==> src/rtl/pc_gen_pkg.sv <==
// Shared encodings for the fetch-stage PC generator: D-stage next-PC ops,
// branch condition codes and the pending-redirect state.
package pc_gen_pkg;

  // Next-PC operation presented by the D-stage instruction.
  typedef enum logic [3:0] {
    NPC_ADD4 = 4'd0,
    NPC_BRCH = 4'd1,
    NPC_JAL  = 4'd2,
    NPC_JR   = 4'd3
  } npc_op_e;

  // Branch conditions. EQ/NE compare rs with rt; the rest compare signed rs with zero.
  typedef enum logic [2:0] {
    BR_EQ  = 3'd0,
    BR_NE  = 3'd1,
    BR_LEZ = 3'd2,
    BR_GTZ = 3'd3,
    BR_LTZ = 3'd4,
    BR_GEZ = 3'd5
  } br_cond_e;

  // Whether a resolved redirect target is waiting for fetch to accept the delay slot.
  typedef enum logic {
    PS_IDLE = 1'b0,
    PS_PEND = 1'b1
  } pend_state_e;

  // Ops that change control flow regardless of any condition.
  function automatic logic is_jump(input npc_op_e op);
    return (op == NPC_JAL) || (op == NPC_JR);
  endfunction

endpackage

==> src/rtl/pc_gen_br_cmp.sv <==
// Branch condition evaluator: signed compare of rs against rt or against zero.
module br_cmp
  import pc_gen_pkg::*;
#(
  parameter int WIDTH = 32
) (
  input  logic [WIDTH-1:0] i_rs_val,
  input  logic [WIDTH-1:0] i_rt_val,
  input  logic [2:0]       i_br_cond,
  output logic             o_cond_true
);

  logic w_eq;
  logic w_neg;
  logic w_zero;

  assign w_eq   = (i_rs_val == i_rt_val);
  assign w_neg  = i_rs_val[WIDTH-1];
  assign w_zero = (i_rs_val == '0);

  // Select the condition; unused encodings never branch.
  always_comb begin
    o_cond_true = 1'b0;
    case (br_cond_e'(i_br_cond))
      BR_EQ:   o_cond_true = w_eq;
      BR_NE:   o_cond_true = ~w_eq;
      BR_LEZ:  o_cond_true = w_neg | w_zero;
      BR_GTZ:  o_cond_true = ~w_neg & ~w_zero;
      BR_LTZ:  o_cond_true = w_neg;
      BR_GEZ:  o_cond_true = ~w_neg;
      default: o_cond_true = 1'b0;
    endcase
  end

endmodule

==> src/rtl/pc_gen.sv <==
// Fetch-stage PC generator. Owns pc_f, resolves D-stage control flow with a
// single delay slot, and parks a redirect that arrives while instruction
// memory is not ready until the delay slot has been fetched.
module pc_gen
  import pc_gen_pkg::*;
#(
  parameter int          WIDTH      = 32,
  parameter logic [31:0] RESET_PC   = 32'h0000_3000,
  parameter logic [31:0] EXC_VECTOR = 32'h0000_4180,
  parameter logic [31:0] IMEM_LO    = 32'h0000_3000,
  parameter logic [31:0] IMEM_HI    = 32'h0000_6ffc
) (
  input  logic             i_clk,
  input  logic             i_reset,
  input  logic             i_stall,
  input  logic             i_imem_ready,
  input  logic [3:0]       i_npc_op,
  input  logic [2:0]       i_br_cond,
  input  logic [WIDTH-1:0] i_rs_val,
  input  logic [WIDTH-1:0] i_rt_val,
  input  logic [WIDTH-1:0] i_pc_d,
  input  logic [15:0]      i_imm16,
  input  logic [25:0]      i_imm26,
  input  logic             i_exc_req,
  input  logic             i_eret,
  input  logic [WIDTH-1:0] i_epc,
  output logic [WIDTH-1:0] o_pc_f,
  output logic             o_br_taken,
  output logic             o_adel
);

  localparam logic [WIDTH-1:0] LP_RESET_PC = WIDTH'(RESET_PC);
  localparam logic [WIDTH-1:0] LP_EXC_VEC  = WIDTH'(EXC_VECTOR);
  localparam logic [WIDTH-1:0] LP_LO       = WIDTH'(IMEM_LO);
  localparam logic [WIDTH-1:0] LP_HI       = WIDTH'(IMEM_HI);
  localparam logic [WIDTH-1:0] LP_FOUR     = WIDTH'(4);

  logic [WIDTH-1:0] r_pc;
  logic [WIDTH-1:0] r_pend_pc;
  pend_state_e      r_state;

  logic [WIDTH-1:0] w_pc_nxt;
  logic [WIDTH-1:0] w_pend_pc_nxt;
  pend_state_e      w_state_nxt;

  npc_op_e          w_op;
  logic             w_cond_true;
  logic             w_redirect;
  logic             w_advance;
  logic [WIDTH-1:0] w_brch_tgt;
  logic [WIDTH-1:0] w_jal_tgt;
  logic [WIDTH-1:0] w_target;

  assign w_op = npc_op_e'(i_npc_op);

  br_cmp #(.WIDTH(WIDTH)) u_br_cmp (
    .i_rs_val    (i_rs_val),
    .i_rt_val    (i_rt_val),
    .i_br_cond   (i_br_cond),
    .o_cond_true (w_cond_true)
  );

  // Branch target is relative to the delay slot; JAL keeps the current 256MB region.
  assign w_brch_tgt = i_pc_d + LP_FOUR + {{(WIDTH-18){i_imm16[15]}}, i_imm16, 2'b00};
  assign w_jal_tgt  = {i_pc_d[WIDTH-1:28], i_imm26, 2'b00};

  // Pick the redirect target for the D-stage op.
  always_comb begin
    w_target = w_brch_tgt;
    case (w_op)
      NPC_JAL: w_target = w_jal_tgt;
      NPC_JR:  w_target = i_rs_val;
      default: w_target = w_brch_tgt;
    endcase
  end

  // A stalled D instruction re-presents next cycle, so it never redirects while stalled.
  assign w_redirect = ~i_stall & (is_jump(w_op) | ((w_op == NPC_BRCH) & w_cond_true));
  assign w_advance  = i_imem_ready & ~i_stall;

  assign o_br_taken = w_redirect & ~i_reset;
  assign o_pc_f     = r_pc;
  assign o_adel     = (r_pc[1:0] != 2'b00) | (r_pc < LP_LO) | (r_pc > LP_HI);

  // Next-PC priority: exception, eret, redirect, pending target, sequential, hold.
  always_comb begin
    w_pc_nxt      = r_pc;
    w_pend_pc_nxt = r_pend_pc;
    w_state_nxt   = r_state;
    if (i_exc_req) begin
      w_pc_nxt    = LP_EXC_VEC;
      w_state_nxt = PS_IDLE;
    end else if (i_eret) begin
      w_pc_nxt    = i_epc;
      w_state_nxt = PS_IDLE;
    end else if (w_redirect) begin
      // pc_f already holds the delay slot; it is fetched this cycle or later.
      if (w_advance) begin
        w_pc_nxt    = w_target;
        w_state_nxt = PS_IDLE;
      end else begin
        // Fetch is back-pressured: park the target, newest redirect wins.
        w_pend_pc_nxt = w_target;
        w_state_nxt   = PS_PEND;
      end
    end else if (w_advance) begin
      if (r_state == PS_PEND) begin
        w_pc_nxt    = r_pend_pc;
        w_state_nxt = PS_IDLE;
      end else begin
        w_pc_nxt = r_pc + LP_FOUR;
      end
    end
  end

  // PC, pending target and pending state registers with synchronous reset.
  always_ff @(posedge i_clk) begin
    if (i_reset) begin
      r_pc      <= LP_RESET_PC;
      r_pend_pc <= '0;
      r_state   <= PS_IDLE;
    end else begin
      r_pc      <= w_pc_nxt;
      r_pend_pc <= w_pend_pc_nxt;
      r_state   <= w_state_nxt;
    end
  end

endmodule

==> config.mk <==
export PLATFORM = sky130hd
export DESIGN_NAME = pc_gen
export DESIGN_NICKNAME = d
export VERILOG_FILES = /design/src/rtl/pc_gen_pkg.sv /design/src/rtl/pc_gen_br_cmp.sv /design/src/rtl/pc_gen.sv
export SDC_FILE = /design/constraint.sdc
export NUM_CORES = 1
export LEC_CHECK = 0
export ABC_AREA = 1
export ABC_CLOCK_PERIOD_IN_PS = 4100
export CAP_MARGIN = 0
export CORE_MARGIN = 2
export CORE_UTILIZATION = 28
export CTS_CLUSTER_DIAMETER = 100
export DETAILED_ROUTE_END_ITERATION = 16
export HOLD_SLACK_MARGIN = 0.06
export PLACE_DENSITY = 0.58
export SLEW_MARGIN = 20
export SYNTH_ARGS = -nofsm -noshare
export SYNTH_HDL_FRONTEND = slang
export SYNTH_SLANG_ARGS = --single-unit
==> constraint.sdc <==
create_clock -name i_clk -period 4.1 [get_ports i_clk]
set_input_delay 0.615 -clock i_clk [delete_from_list [all_inputs] [get_ports i_clk]]
set_output_delay 0.615 -clock i_clk [all_outputs]
set_load 0.02 [all_outputs]
==> summary.md <==
| Metric | Value |
|---|---|
| Clock slew at reported path FFs | `50 ps` |
| Yosys warns | `0` |
| Rows | `58` |
| Slew headroom | `0.3378` |
| Synth-to-layout area growth | `39.64%` |
| Status | `finished clean` |
| Fin. Hold Viols | `0` |
| Synth Instances | `about 1200` |
| Main flop type after synthesis | `dfxtp_1` |
| Die Wd | `around 170 µm` |
| DRC Markers | `0` |
| Total track usage | `0.2264` |
| Gr ovfl total | `0` |
| PortBufs | `between 200 and 250` |
| Vias in the first global route | `approximately 8400` |
| CP Launch Type | `input pin` |
| CTS tree | `yes` |
| Initial antenna violation count | `0` |
| Seq/Total Area, Yosys | `0.1789` |
| Syn avg cell area | `a little under 6 µm²` |
| Initial core utilization | `0.2871` |
| F_max | `280.6 MHz` |
| Worst slack, placed | `325.6 ps` |
| Cell Pwr Density | `between 200 and 250 mW/mm²` |
| Crit. End Element | `output pin` |
| Via density | `roughly 5.0` |
| Register bit total from synthesis | `65` |
| Largest area contributor in the netlist | `dfxtp_1` |
| Drt first pass iters | `6` |
| Pin count of the biggest net entering global routing | `between 50 and 60` |
| PnR worst setup slack | `between 500 and 600 ps` |
| Final core occ | `0.4009` |
| Per-cell routed wire length | `approximately 18 µm` |
| Synth cell types | `46` |
| Max Cap Violations | `0` |
| Reg-to-reg slack, setup | `about 1400 ps` |
| CTS root buffer | `clkbuf_16` |
| Antenna Nets Post-Route | `0` |
| Die height | `165.2 µm` |
| DRT iter0 DRCs | `a little over 800` |
| Post CTS Setup Buffer Count | `0` |
| First-pass GRT wire length | `between 40000 and 50000 µm` |
| Placed cell areas | `about 0.0098 mm²` |
| Fraction of registers with async set/reset | `0` |
| Post-synth EDFFs | `0` |
| Dpl hpwl | `25760 µm` |
| Final min period | `around 3600 ps` |
| P_leak | `approximately 4.3 nW` |
| Worst-margin pin slew | `between 900 and 1000 ps` |
| Cts-stage hold buffer count | `0` |
| Diode count | `0` |
| Finished layout cell area | `0.01015 mm²` |
| Most frequent cell after synthesis | `nand2_1` |
| Critical-path maximum fanout | `3` |
| HP Class | `reg2reg` |
| Syn nets | `approximately 1500` |
| Die area | `approximately 0.027 mm²` |
| Via count | `8841` |
| Critical path type | `in2out` |
| Top cell type's share of synthesized area | `0.1789` |
| CTS HTree Levels | `3` |
| Arrival time worst endpoint | `roughly 3000 ps` |
| Clk sinks | `between 60 and 70` |
| Worst Clk Skew | `around 5.1 ps` |
| IO Count | `roughly 220` |
| Max VDD drop | `about 170 µV` |
| Final setup TNS | `0 ps` |
| Final wirelength | `around 31000 µm` |
| Top cells by area, synth | `dfxtp_1, nand2_1, ha_1` |
| Fraction of layout cells with a size suffix above 1 | `0.03822` |
| Slew Limit Fails | `0` |
| Max Root-Sink Buffers | `2` |
| CTS buffer count | `9` |
| Post-synth top cells | `nand2_1, inv_1, nor2_1, a21oi_1, o21ai_0` |
| Netlist Area Pre-Place | `a little over 0.007 mm²` |
| CP Data Required Time | `~3500 ps` |
| RSZ-0062 raised after global routing | `no` |
| Post-cts resize count | `0` |
| Gp weighted congestion | `between 0.9 and 1` |
| Final nets | `1677` |
| Worst skew pair latency | `between 300 and 400 ps` |
| Area of the core | `roughly 0.025 mm²` |
| Setup violators final | `0` |
| Tcrit/Tclk final | `0.8691` |
## layer usage
layer  share of wire  GRT usage  vias to the layer above  wire, µm
li1                -          -                     4479         -
met1            0.46     0.3132                     3918     14180
met2            0.44     0.3593                      393     13600
met3           0.083    0.03946                       51      2576
met4           0.023    0.06601                        0       715
met5               0          0                        -         0
## worst paths after layout
check                start            end  depth (start not counted)
max           i_rs_val[16]     o_br_taken                         13
min          r_pend_pc[21]  r_pend_pc[21]                          2
max reg2reg      o_pc_f[2]     o_pc_f[24]                         13
min reg2reg  r_pend_pc[21]  r_pend_pc[21]                          2
## area by class of cell
class	instances	area [µm²]
fillers	2727	15170
multi-input cells	973	5215
repair buffers	238	2340
flip-flops and latches	65	1301
inverters	148	555.5
well taps	330	412.9
clock buffers	13	270.3
clock inverters	2	60.06
## worst max-delay path: stages
cell and delay, ps:
clkdlybuf4s50_1 510, nor2_1 320, nand2_1 90, nor2_1 100
nand4_1 130, nand2_1 90, nand2_1 50, nand3_1 80
o21bai_2 80, nand2_2 120, nand2_4 60, nor2_1 80
clkdlybuf4s50_1 630
## sequential cells by signal, indices dropped and copies added (netlist names), named ones only
register   flops
r_pend_pc     32
r_state        1
o_pc_f        30
## power breakdown
group	leakage [nW]	switching [mW]	internal (mW)
Clock	0.162	0.284	0.579
Combinational	3.64	0.567	0.428
Sequential	0.528	0.0245	0.650
## cells in the final DEF (no fill, tap or decap), drive strengths merged, types with 22 or more instances in the layout
| cell type | count |
|---|---|
| a21oi | 105 |
| buf | 22 |
| clkdlybuf4s50 | 216 |
| dfxtp | 65 |
| ha | 58 |
| inv | 147 |
| nand2 | 338 |
| nand3 | 85 |
| nor2 | 108 |
| nor3 | 27 |
| o21ai | 107 |
| xnor2 | 35 |
## logic make-up after synthesis
logic type               share of synthesized area
AO/OA/AOI/OAI                               0.2056
buffers and inverters                       0.1046
XOR/XNOR                                   0.06142
flip-flops                                  0.1789
AND/OR/NAND/NOR                             0.3469
adder cells (fa/ha/maj)                     0.1025
## stage by stage
stage | cells | hold slack, ps | power [mW]
after floorplan | 1226 | 424.5 | 1.207
after global placement | 1754 | 439.5 | 1.673
after detailed placement | 1754 | 446.5 | 1.670
after CTS | 1769 | 454.0 | 2.539
after global routing | 1769 | 474.5 | 2.673
final | 1769 | 450.1 | 2.531
Power figures use the tool's default switching activity.
